### src/rtl/write_results_if.sv
// Control, AXI4 write-master and AXI4-Stream bundle for write_results.
// master = the write engine; slave = the kernel/interconnect side driving it.
interface write_results_if #(
    parameter int ADDR_W = 64,
    parameter int DATA_W = 512,
    parameter int XFER_W = 32
);
    logic                  ctrl_start;
    logic                  ctrl_done;
    logic [ADDR_W-1:0]     ctrl_addr_offset;
    logic [XFER_W-1:0]     ctrl_xfer_size_in_bytes;

    logic                  m_axi_awvalid;
    logic                  m_axi_awready;
    logic [ADDR_W-1:0]     m_axi_awaddr;
    logic [7:0]            m_axi_awlen;

    logic                  m_axi_wvalid;
    logic                  m_axi_wready;
    logic [DATA_W-1:0]     m_axi_wdata;
    logic [DATA_W/8-1:0]   m_axi_wstrb;
    logic                  m_axi_wlast;

    logic                  m_axi_bvalid;
    logic                  m_axi_bready;

    logic                  s_axis_tvalid;
    logic                  s_axis_tready;
    logic [DATA_W-1:0]     s_axis_tdata;
    logic                  s_axis_tlast;

    modport master (
        input  ctrl_start, ctrl_addr_offset, ctrl_xfer_size_in_bytes,
        output ctrl_done,
        output m_axi_awvalid, m_axi_awaddr, m_axi_awlen,
        input  m_axi_awready,
        output m_axi_wvalid, m_axi_wdata, m_axi_wstrb, m_axi_wlast,
        input  m_axi_wready,
        input  m_axi_bvalid,
        output m_axi_bready,
        input  s_axis_tvalid, s_axis_tdata, s_axis_tlast,
        output s_axis_tready
    );

    modport slave (
        output ctrl_start, ctrl_addr_offset, ctrl_xfer_size_in_bytes,
        input  ctrl_done,
        input  m_axi_awvalid, m_axi_awaddr, m_axi_awlen,
        output m_axi_awready,
        input  m_axi_wvalid, m_axi_wdata, m_axi_wstrb, m_axi_wlast,
        output m_axi_wready,
        output m_axi_bvalid,
        input  m_axi_bready,
        output s_axis_tvalid, s_axis_tdata, s_axis_tlast,
        input  s_axis_tready
    );
endinterface

### src/rtl/write_results.sv
// AXI4 write master draining a result stream into memory in <=4 KiB bursts.
// First AW one cycle after start, W is a zero-latency pass-through; AW stalls at the outstanding limit, W stalls until its AW is accepted.
module write_results #(
    parameter int C_M_AXI_ADDR_WIDTH = 64,
    parameter int C_M_AXI_DATA_WIDTH = 512,
    parameter int C_XFER_SIZE_WIDTH  = 32,
    parameter int C_MAX_OUTSTANDING  = 16
) (
    input  logic            aclk,
    input  logic            areset_n,
    write_results_if.master bus
);
    localparam int LP_DW_BYTES    = C_M_AXI_DATA_WIDTH / 8;
    localparam int LP_LOG_DW      = $clog2(LP_DW_BYTES);
    localparam int LP_BURST_LEN   = ((4096 / LP_DW_BYTES) < 256) ? (4096 / LP_DW_BYTES) : 256;
    localparam int LP_LOG_BL      = $clog2(LP_BURST_LEN);
    localparam int LP_BURST_BYTES = LP_BURST_LEN * LP_DW_BYTES;
    localparam int LP_CNT_W       = C_XFER_SIZE_WIDTH - LP_LOG_DW + 1;

    typedef enum logic [1:0] {S_IDLE, S_RUN, S_DONE} state_t;

    state_t                        state;
    logic [LP_CNT_W-1:0]           bursts;
    logic [LP_CNT_W-1:0]           aw_acc;
    logic [LP_CNT_W-1:0]           b_cnt;
    logic [LP_CNT_W-1:0]           w_cnt;
    logic [LP_LOG_BL:0]            last_len;
    logic [LP_LOG_BL-1:0]          beat_cnt;
    logic                          awvalid;
    logic [C_M_AXI_ADDR_WIDTH-1:0] awaddr;
    logic [7:0]                    awlen;
    logic                          bready;
    logic                          ctrl_done;

    logic [LP_CNT_W-1:0]           beats_start;
    logic [LP_CNT_W-1:0]           bursts_start;
    logic [LP_LOG_BL:0]            last_len_start;
    logic [7:0]                    awlen_start;
    logic                          size_zero;

    logic                          aw_hs;
    logic                          b_hs;
    logic                          w_hs;
    logic                          burst_open;
    logic                          wlast;
    logic [LP_CNT_W-1:0]           bursts_m1;
    logic [LP_LOG_BL:0]            cur_len;
    logic [LP_CNT_W-1:0]           aw_acc_n;
    logic [LP_CNT_W-1:0]           b_cnt_n;
    logic [LP_CNT_W-1:0]           outstanding_n;
    logic                          aw_more;
    logic [7:0]                    awlen_n;

    // Transfer geometry, evaluated on the start cycle only.
    assign size_zero      = (bus.ctrl_xfer_size_in_bytes == '0);
    assign beats_start    = LP_CNT_W'(bus.ctrl_xfer_size_in_bytes >> LP_LOG_DW)
                          + LP_CNT_W'(|bus.ctrl_xfer_size_in_bytes[LP_LOG_DW-1:0]);
    assign bursts_start   = (beats_start >> LP_LOG_BL)
                          + LP_CNT_W'(|beats_start[LP_LOG_BL-1:0]);
    assign last_len_start = (beats_start[LP_LOG_BL-1:0] == '0)
                          ? (LP_LOG_BL+1)'(LP_BURST_LEN)
                          : {1'b0, beats_start[LP_LOG_BL-1:0]};
    assign awlen_start    = (bursts_start == LP_CNT_W'(1))
                          ? 8'(last_len_start - (LP_LOG_BL+1)'(1))
                          : 8'(LP_BURST_LEN - 1);

    assign aw_hs      = awvalid & bus.m_axi_awready;
    assign b_hs       = bus.m_axi_bvalid & bready & (state == S_RUN);
    assign burst_open = (state == S_RUN) && (w_cnt < aw_acc);
    assign w_hs       = bus.s_axis_tvalid & bus.m_axi_wready & burst_open;

    assign bursts_m1  = bursts - LP_CNT_W'(1);
    assign cur_len    = (w_cnt == bursts_m1) ? last_len : (LP_LOG_BL+1)'(LP_BURST_LEN);
    assign wlast      = burst_open && ({1'b0, beat_cnt} == (cur_len - (LP_LOG_BL+1)'(1)));

    // Next-cycle counter view: a B landing with an AW keeps the outstanding count level.
    assign aw_acc_n      = aw_acc + LP_CNT_W'(aw_hs);
    assign b_cnt_n       = b_cnt + LP_CNT_W'(b_hs);
    assign outstanding_n = aw_acc_n - b_cnt_n;
    assign aw_more       = (aw_acc_n < bursts) && (outstanding_n < LP_CNT_W'(C_MAX_OUTSTANDING));
    assign awlen_n       = (aw_acc_n == bursts_m1)
                         ? 8'(last_len - (LP_LOG_BL+1)'(1))
                         : 8'(LP_BURST_LEN - 1);

    always_ff @(posedge aclk or negedge areset_n) begin
        if (!areset_n) begin
            state     <= S_IDLE;
            bursts    <= '0;
            last_len  <= '0;
            aw_acc    <= '0;
            b_cnt     <= '0;
            w_cnt     <= '0;
            beat_cnt  <= '0;
            awvalid   <= 1'b0;
            awaddr    <= '0;
            awlen     <= '0;
            bready    <= 1'b0;
            ctrl_done <= 1'b0;
        end else begin
            bready    <= 1'b1;
            ctrl_done <= 1'b0;
            case (state)
                S_IDLE: begin
                    if (bus.ctrl_start) begin
                        bursts   <= bursts_start;
                        last_len <= last_len_start;
                        aw_acc   <= '0;
                        b_cnt    <= '0;
                        w_cnt    <= '0;
                        beat_cnt <= '0;
                        awaddr   <= bus.ctrl_addr_offset;
                        awlen    <= awlen_start;
                        if (size_zero) begin
                            state     <= S_DONE;
                            ctrl_done <= 1'b1;
                        end else begin
                            state   <= S_RUN;
                            awvalid <= 1'b1;
                        end
                    end
                end
                S_RUN: begin
                    aw_acc  <= aw_acc_n;
                    b_cnt   <= b_cnt_n;
                    awvalid <= aw_more;
                    if (aw_hs) begin
                        awaddr <= awaddr + C_M_AXI_ADDR_WIDTH'(LP_BURST_BYTES);
                        awlen  <= awlen_n;
                    end
                    if (w_hs) begin
                        if (wlast) begin
                            beat_cnt <= '0;
                            w_cnt    <= w_cnt + LP_CNT_W'(1);
                        end else begin
                            beat_cnt <= beat_cnt + LP_LOG_BL'(1);
                        end
                    end
                    if (b_cnt_n == bursts) begin
                        state     <= S_DONE;
                        ctrl_done <= 1'b1;
                        awvalid   <= 1'b0;
                    end
                end
                S_DONE: begin
                    state <= S_IDLE;
                end
                default: begin
                    state <= S_IDLE;
                end
            endcase
        end
    end

    assign bus.ctrl_done     = ctrl_done;
    assign bus.m_axi_awvalid = awvalid;
    assign bus.m_axi_awaddr  = awaddr;
    assign bus.m_axi_awlen   = awlen;
    assign bus.m_axi_bready  = bready;
    assign bus.m_axi_wvalid  = bus.s_axis_tvalid & burst_open;
    assign bus.s_axis_tready = bus.m_axi_wready & burst_open;
    assign bus.m_axi_wdata   = bus.s_axis_tdata;
    assign bus.m_axi_wstrb   = '1;
    assign bus.m_axi_wlast   = wlast;
endmodule

### src/flat_wrapper.sv
// flat-port wrapper written by rule: the top's interface ports become plain ports
module write_results_flat 
#(
    parameter int C_M_AXI_ADDR_WIDTH = 64,
    parameter int C_M_AXI_DATA_WIDTH = 512,
    parameter int C_XFER_SIZE_WIDTH  = 32,
    parameter int C_MAX_OUTSTANDING  = 16
)
  (aclk, areset_n, bus_ctrl_start, bus_ctrl_addr_offset, bus_ctrl_xfer_size_in_bytes, bus_ctrl_done, bus_m_axi_awvalid, bus_m_axi_awaddr, bus_m_axi_awlen, bus_m_axi_awready, bus_m_axi_wvalid, bus_m_axi_wdata, bus_m_axi_wstrb, bus_m_axi_wlast, bus_m_axi_wready, bus_m_axi_bvalid, bus_m_axi_bready, bus_s_axis_tvalid, bus_s_axis_tdata, bus_s_axis_tlast, bus_s_axis_tready);
  write_results_if #(.ADDR_W((64)), .DATA_W((512)), .XFER_W((32))) bus_i ();
  input  logic aclk;
  input  logic areset_n;
  input wire logic [$bits(bus_i.ctrl_start)-1:0] bus_ctrl_start;
  input wire logic [$bits(bus_i.ctrl_addr_offset)-1:0] bus_ctrl_addr_offset;
  input wire logic [$bits(bus_i.ctrl_xfer_size_in_bytes)-1:0] bus_ctrl_xfer_size_in_bytes;
  output wire logic [$bits(bus_i.ctrl_done)-1:0] bus_ctrl_done;
  output wire logic [$bits(bus_i.m_axi_awvalid)-1:0] bus_m_axi_awvalid;
  output wire logic [$bits(bus_i.m_axi_awaddr)-1:0] bus_m_axi_awaddr;
  output wire logic [$bits(bus_i.m_axi_awlen)-1:0] bus_m_axi_awlen;
  input wire logic [$bits(bus_i.m_axi_awready)-1:0] bus_m_axi_awready;
  output wire logic [$bits(bus_i.m_axi_wvalid)-1:0] bus_m_axi_wvalid;
  output wire logic [$bits(bus_i.m_axi_wdata)-1:0] bus_m_axi_wdata;
  output wire logic [$bits(bus_i.m_axi_wstrb)-1:0] bus_m_axi_wstrb;
  output wire logic [$bits(bus_i.m_axi_wlast)-1:0] bus_m_axi_wlast;
  input wire logic [$bits(bus_i.m_axi_wready)-1:0] bus_m_axi_wready;
  input wire logic [$bits(bus_i.m_axi_bvalid)-1:0] bus_m_axi_bvalid;
  output wire logic [$bits(bus_i.m_axi_bready)-1:0] bus_m_axi_bready;
  input wire logic [$bits(bus_i.s_axis_tvalid)-1:0] bus_s_axis_tvalid;
  input wire logic [$bits(bus_i.s_axis_tdata)-1:0] bus_s_axis_tdata;
  input wire logic [$bits(bus_i.s_axis_tlast)-1:0] bus_s_axis_tlast;
  output wire logic [$bits(bus_i.s_axis_tready)-1:0] bus_s_axis_tready;
  assign bus_i.ctrl_start = bus_ctrl_start;
  assign bus_i.ctrl_addr_offset = bus_ctrl_addr_offset;
  assign bus_i.ctrl_xfer_size_in_bytes = bus_ctrl_xfer_size_in_bytes;
  assign bus_ctrl_done = bus_i.ctrl_done;
  assign bus_m_axi_awvalid = bus_i.m_axi_awvalid;
  assign bus_m_axi_awaddr = bus_i.m_axi_awaddr;
  assign bus_m_axi_awlen = bus_i.m_axi_awlen;
  assign bus_i.m_axi_awready = bus_m_axi_awready;
  assign bus_m_axi_wvalid = bus_i.m_axi_wvalid;
  assign bus_m_axi_wdata = bus_i.m_axi_wdata;
  assign bus_m_axi_wstrb = bus_i.m_axi_wstrb;
  assign bus_m_axi_wlast = bus_i.m_axi_wlast;
  assign bus_i.m_axi_wready = bus_m_axi_wready;
  assign bus_i.m_axi_bvalid = bus_m_axi_bvalid;
  assign bus_m_axi_bready = bus_i.m_axi_bready;
  assign bus_i.s_axis_tvalid = bus_s_axis_tvalid;
  assign bus_i.s_axis_tdata = bus_s_axis_tdata;
  assign bus_i.s_axis_tlast = bus_s_axis_tlast;
  assign bus_s_axis_tready = bus_i.s_axis_tready;
  write_results #(.C_M_AXI_ADDR_WIDTH(C_M_AXI_ADDR_WIDTH), .C_M_AXI_DATA_WIDTH(C_M_AXI_DATA_WIDTH), .C_XFER_SIZE_WIDTH(C_XFER_SIZE_WIDTH), .C_MAX_OUTSTANDING(C_MAX_OUTSTANDING)) u_core (.aclk(aclk), .areset_n(areset_n), .bus(bus_i));
endmodule
### config.mk
export PLATFORM = sky130hd
export DESIGN_NAME = write_results_flat
export DESIGN_NICKNAME = d
export VERILOG_FILES = /design/src/rtl/write_results_if.sv /design/src/rtl/write_results.sv /design/src/flat_wrapper.sv
export SDC_FILE = /design/constraint.sdc
export NUM_CORES = 1
export LEC_CHECK = 0
export BUFFER_PORTS_ARGS = -buffer_cell sky130_fd_sc_hd__clkbuf_2
export CORE_AREA = 2 2 489 491
export DETAILED_ROUTE_END_ITERATION = 10
export DIE_AREA = 0 0 491 493
export HOLD_SLACK_MARGIN = 0.05
export PLACE_DENSITY_LB_ADDON = 0.2
export SLEW_MARGIN = 40
export SYNTH_ARGS = -nofsm -noshare
export SYNTH_HDL_FRONTEND = slang
export SYNTH_SLANG_ARGS = --single-unit
### constraint.sdc
create_clock -name aclk -period 7.5 [get_ports aclk]
set_clock_uncertainty 0.15 [all_clocks]
set_input_delay 0.75 -clock aclk [delete_from_list [all_inputs] [get_ports aclk]]
set_output_delay 0.75 -clock aclk [all_outputs]
set_load 0.05 [all_outputs]
; Word level (Yosys, flattened, before mapping)
; Index checks and enable logic that the tools add are counted.
; W data, S select, Z words.
[totals]
register_bits = 198
out_inout_bits = 654
elab_cells = 94
input_bits = 616
[op_classes]
order_cmp = 3
eq_ne = 12
reduce_logical = 16
muxes = 32
add_sub_neg = 12
bitwise = 7
[ops]
columns = cell, n
row1 = $pmux W27 S2, 3
row2 = $mux W64, 2
row3 = $pmux W64 S2, 1
row4 = $eq A27 B27 Y1, 3
row5 = $mux W27, 3
row6 = $add A64 B13 Y64 const B, 1
row7 = $add A27 B1 Y27, 2
row8 = $lt A27 B27 Y1, 2
row9 = $logic_not A32 Y1, 1
row10 = $mux W8, 4
row11 = $add A26 B1 Y27, 1
row12 = $add A27 B1 Y27 const B, 1
row13 = $eq A27 B1 Y1 const B, 1
row14 = $lt A27 B5 Y1 const B, 1
row15 = $sub A27 B1 Y27 const B, 1
row16 = $sub A27 B27 Y27, 1
row17 = $add A21 B1 Y22, 1
row18 = $mux W6, 3
row19 = $pmux W8 S2, 1
row20 = $sub A7 B1 Y8 const B, 2
row21 = $mux W7, 2
row22 = $pmux W6 S2, 1
row23 = $reduce_or A6 Y1, 2
row24 = $reduce_and A3 Y1, 3
row25 = other kinds (17), 39

; Depth between registers and ports, before layout
[depth]
word_depth = 9
depth_mapped = 24
ltp_nobuf = 21

; Worst setup path after synthesis
; No wires, ideal clock.
[synth_path]
path_kind = reg-to-output
startpoint = register u_core.bursts[6]
endpoint = output port bus_m_axi_wlast
setup_slack_ps = 2270
n_path_buf = 0
required_time_ps = 6600
t_arrival_ps = 4330
stages_incl_launch_ff = 16
path_cell_list = dfrtp_1 -> nor4_4 -> and4_1 -> nand2_1 -> nor3_1 -> mux2_2 -> or4_4 -> nor4_4 -> nand2_1 -> ha_1 -> xnor2_1 -> a2111oi_0 -> nand4_1 -> nor2_1 -> mux2_4 -> and2_1
[synth_via]
elab_chain_cells = 6
[synth_rtl]
columns = element, line
row1 = "start, declared", write_results.sv:23  ; logic [LP_CNT_W-1:0] bursts;
row2 = "start signal, assigned", write_results.sv:105  ; bursts <= bursts_start;
row3 = $sub A27 B1 Y27, write_results.sv:72  ; assign bursts_m1 = bursts - LP_CNT_W'(1);
row4 = $eq A27 B27 Y1, write_results.sv:73  ; assign cur_len = (w_cnt == bursts_m1) ? last_len : (LP_LOG_BL+1)'(LP_BURST_LEN);
row5 = $mux W7, write_results.sv:73
row6 = $sub A7 B1 Y7, write_results.sv:74  ; assign wlast = burst_open && ({1'b0, beat_cnt} == (cur_len - (LP_LOG_BL+1)'(1)));
row7 = $eq A6 B7 Y1, write_results.sv:74
row8 = $logic_and A1 B1 Y1, write_results.sv:74
row9 = "end, declared", flat_wrapper.sv:24  ; output wire logic [$bits(bus_i.m_axi_wlast)-1:0] bus_m_axi_wlast;
; No other way between the ends.

; Final worst setup path
; Ends and elaborated chain as after synthesis.

==> impl_metrics.toml <==
[status]
status = "completed"

[detailed_routing]
vias = 16836
wirelength_um = 107000
ant_nets = 0
detail_route.wl_per_cell_um = 19.8
drcViolationCount = 0
firstDrtPassIters = 5
routed_via_density = 3.10
dr.first_iter.drc_count = 984

[setup_path]
cp-start-kind = "flop"
critPathRequiredTime_ns = 6.60
endpoint_kind = "output port"
cp_max_fo = 12
critPathKind = "flop to output port"
path_buf_inv = 1
crit_family = "simple AND/OR/NAND/NOR gates"
path_cells = "nor4_4 -> and4_1 -> nand2_1 -> nor3_1 -> mux2_2 -> or4_4 -> nor4_4 -> nand2_1 -> ha_1 -> xnor2_1 -> a2111oi_0 -> nand4_1 -> nor2_1 -> mux2_4 -> and2_1 -> clkbuf_2"
crit_slowest_cell = "dfrtp_1"
max_stage_delay_ns = 0.61
crit_arrival_ns = 5.93

[place]
dp_hpwl_um = 87000
port_buffers = 180
gp_congestion = 0.752

[sta]
slew_viol_final = 0
whs_ns = 0.255
fmax_ghz = 0.146
period_share_pct = 91.0
worst_pin_slew_ns = 0.853
rsz0062_at_grt = "false"
fin_crit_ns = 6.83
max-slew-margin-rel_pct = 43.2
finalHoldViolations = 0
finalSetupViolCount = 0
finalSetupTns_ns = 0

[layout]
nFillCells = 27845
drive_above_1_share_pct = 12.6
layout_common_cells = "nand2_1, dfrtp_1, o21ai_0, clkbuf_2, a21oi_1"
syn2layout_area_growth_pct = 7.13
nets = 2949
layout_commonest_cell = "nand2_1"

[cts]
cts_sinks = 193
cts.repair.resized = 0
clkTransAtPathRegs_ns = 0.10
cts_buffers = 17
hold_buffers = 1
root_buffer = "clkbuf_16"
insertion_delay_ns = 0.53
htreeDepth = 4
clk_path_buf_depth = 2
tritoncts = "done"
post-cts-setup-buffers = 0

[global_route]
grt_max_degree = 125
grt_util_all_layers_pct = 8.50
grt_pass1_vias = 16449
antenna_found_initial = 8
grt_pass1_wl_um = 144000
overflow = 0

[floorplanning]
start_util_pct = 8.56
io_pins = 1270
core_um2 = 237000
die_h_um = 493
die-width_um = 491
rows = 179
die-area_um2 = 242000

[yosys]
syn-cell-area_um2 = 20300
async_reset_ff_share_pct = 100
syn_inst = 2629
synthFlopType = "dfrtp_1"
synth_seq_cells = 193
yosysWarnings = 0
seq_area_frac_synth_pct = 23.8
syn_area_per_cell_um2 = 7.72
synth_enable_flop_cells = 0
yosysUniqueCellTypes = 81

[power_and_ir_drop]
p_per_area_nw_per_um2 = 159
peakVddDrop_mv = 0.201
power_uw = 3450
leakagePower_uw = 0.00784

[job]
max_cap_violations = 0

[min_path]
hold_class = "input pin to flop"
## report_power, final
| part | switching, uW | internal, uW |
|---|---|---|
| Clock | 596 | 523 |
| Combinational | 699 | 402 |
| Sequential | 117 | 1120 |
| Total | 1410 | 2040 |
## registers in the layout, summed over array words and instances (netlist names)
register / count
u_core.state: 2
u_core.bus.m_axi_awlen: 8
u_core.bus.m_axi_awaddr: 64
u_core.bus.m_axi_bready: 1
u_core.bus.m_axi_awvalid: 1
u_core.beat_cnt: 6
u_core.aw_acc: 27
u_core.w_cnt: 27
u_core.b_cnt: 27
u_core.bursts: 22
u_core.bus.ctrl_done: 1
u_core.last_len: 7
## worst paths after layout
path	from	slack, ns	depth (start not counted)	endpoint
max reg2reg	u_core.bursts[6]	1.35	17	u_core.w_cnt[22]
min in group asynchronous	areset_n	0.63	2	u_core.bus.m_axi_awaddr[1]
min	bus_ctrl_addr_offset[2]	0.25	3	u_core.bus.m_axi_awaddr[2]
max	u_core.bursts[6]	0.67	16	bus_m_axi_wlast
max in group asynchronous	areset_n	5.27	4	u_core.bus.m_axi_awaddr[42]
min reg2reg	u_core.bus.m_axi_awaddr[8]	0.35	2	u_core.bus.m_axi_awaddr[8]
## routing by layer
metal / GRT usage (%) / wire (um) / vias up
met5: 2.45 / 663 / -
met4: 4.43 / 5860 / 12
met3: 5.54 / 15400 / 343
met2: 12.5 / 45200 / 889
met1: 9.11 / 40200 / 7845
li1: - / - / 7747
## Yosys cell counts (all sizes together) (8+ instances only)
| master | n | area, um^2 |
|---|---|---|
| buf | 591 | 4400 |
| nand2 | 254 | 961 |
| dfrtp | 193 | 4830 |
| o21ai | 180 | 901 |
| a21oi | 160 | 801 |
| nor2 | 136 | 518 |
| xnor2 | 130 | 1140 |
| inv | 104 | 390 |
| nand3 | 103 | 515 |
| clkbuf | 91 | 342 |
| ha | 88 | 1100 |
| nor3 | 59 | 317 |
| xor2 | 51 | 447 |
| nor4 | 45 | 339 |
| nand4 | 44 | 275 |
| o22ai | 38 | 238 |
| and3 | 35 | 219 |
| or3 | 32 | 205 |
| o31ai | 23 | 173 |
| and2 | 22 | 138 |
| a21o | 20 | 150 |
| nor2b | 17 | 106 |
| a31oi | 16 | 100 |
| a211oi | 15 | 118 |
| o21a | 15 | 113 |
| nand2b | 14 | 87.6 |
| o2111ai | 11 | 96.3 |
| or4 | 11 | 86.3 |
| mux2i | 10 | 100 |
| o211ai | 10 | 75.1 |
| a22o | 9 | 78.8 |
| and4 | 9 | 78.8 |
| nand3b | 8 | 60.1 |
## kinds of logic after synthesis
family	count (synthesis)	share of synthesized area (%)
AOI/OAI and AO/OA	554	16.5
adders and majority gates	88	5.43
other	1	0.0185
xor gates and xnor gates	184	8.14
buffers and inverters	786	25.3
DFF	193	23.8
muxes	15	0.789
and+or+nand+nor	808	20.0
## final cells by class
class                   instances  area (um^2)  area share [%]
diodes                          1         2.50          0.0115
inverters                     104          390            1.80
clock buffers                  17          425            1.96
well taps                    3167         3960            18.2
flip-flops and latches        193         4830            22.2
multi-input cells            1714        10700            49.0
clock inverters                15          225            1.04
repair buffers                215         1250            5.73
## worst reg2reg max path, stage by stage (launching register included)
cell       delay [ns]
dfrtp_1          0.61
nor4_4           0.60
and4_1           0.31
nand2_1          0.10
nor3_1           0.36
mux2_2           0.40
or4_4            0.44
nor4_4           0.54
nand2_1          0.12
ha_1             0.32
xnor2_1          0.14
a2111oi_0        0.39
nand4_1          0.15
nor2_1           0.14
mux2_4           0.30
nand2_4          0.27
or4_1            0.57
a21oi_1          0.15
## through the flow
stage | worst slack [ns] | cell area [um^2] | cells | util, %
2_1_floorplan | 2.27 | 20500 | 2693 | -
3_5_place_dp | 1.14 | 21100 | 5391 | 8.88
3_3_place_gp | 1.09 | 21000 | 5389 | 8.86
4_1_cts | 0.528 | 21700 | 5424 | 9.16
5_1_grt | 0.295 | 21700 | 5425 | 9.17
6_report | 0.673 | 21700 | 5426 | 9.18
Note: power is estimated with default switching activity, not from simulation.
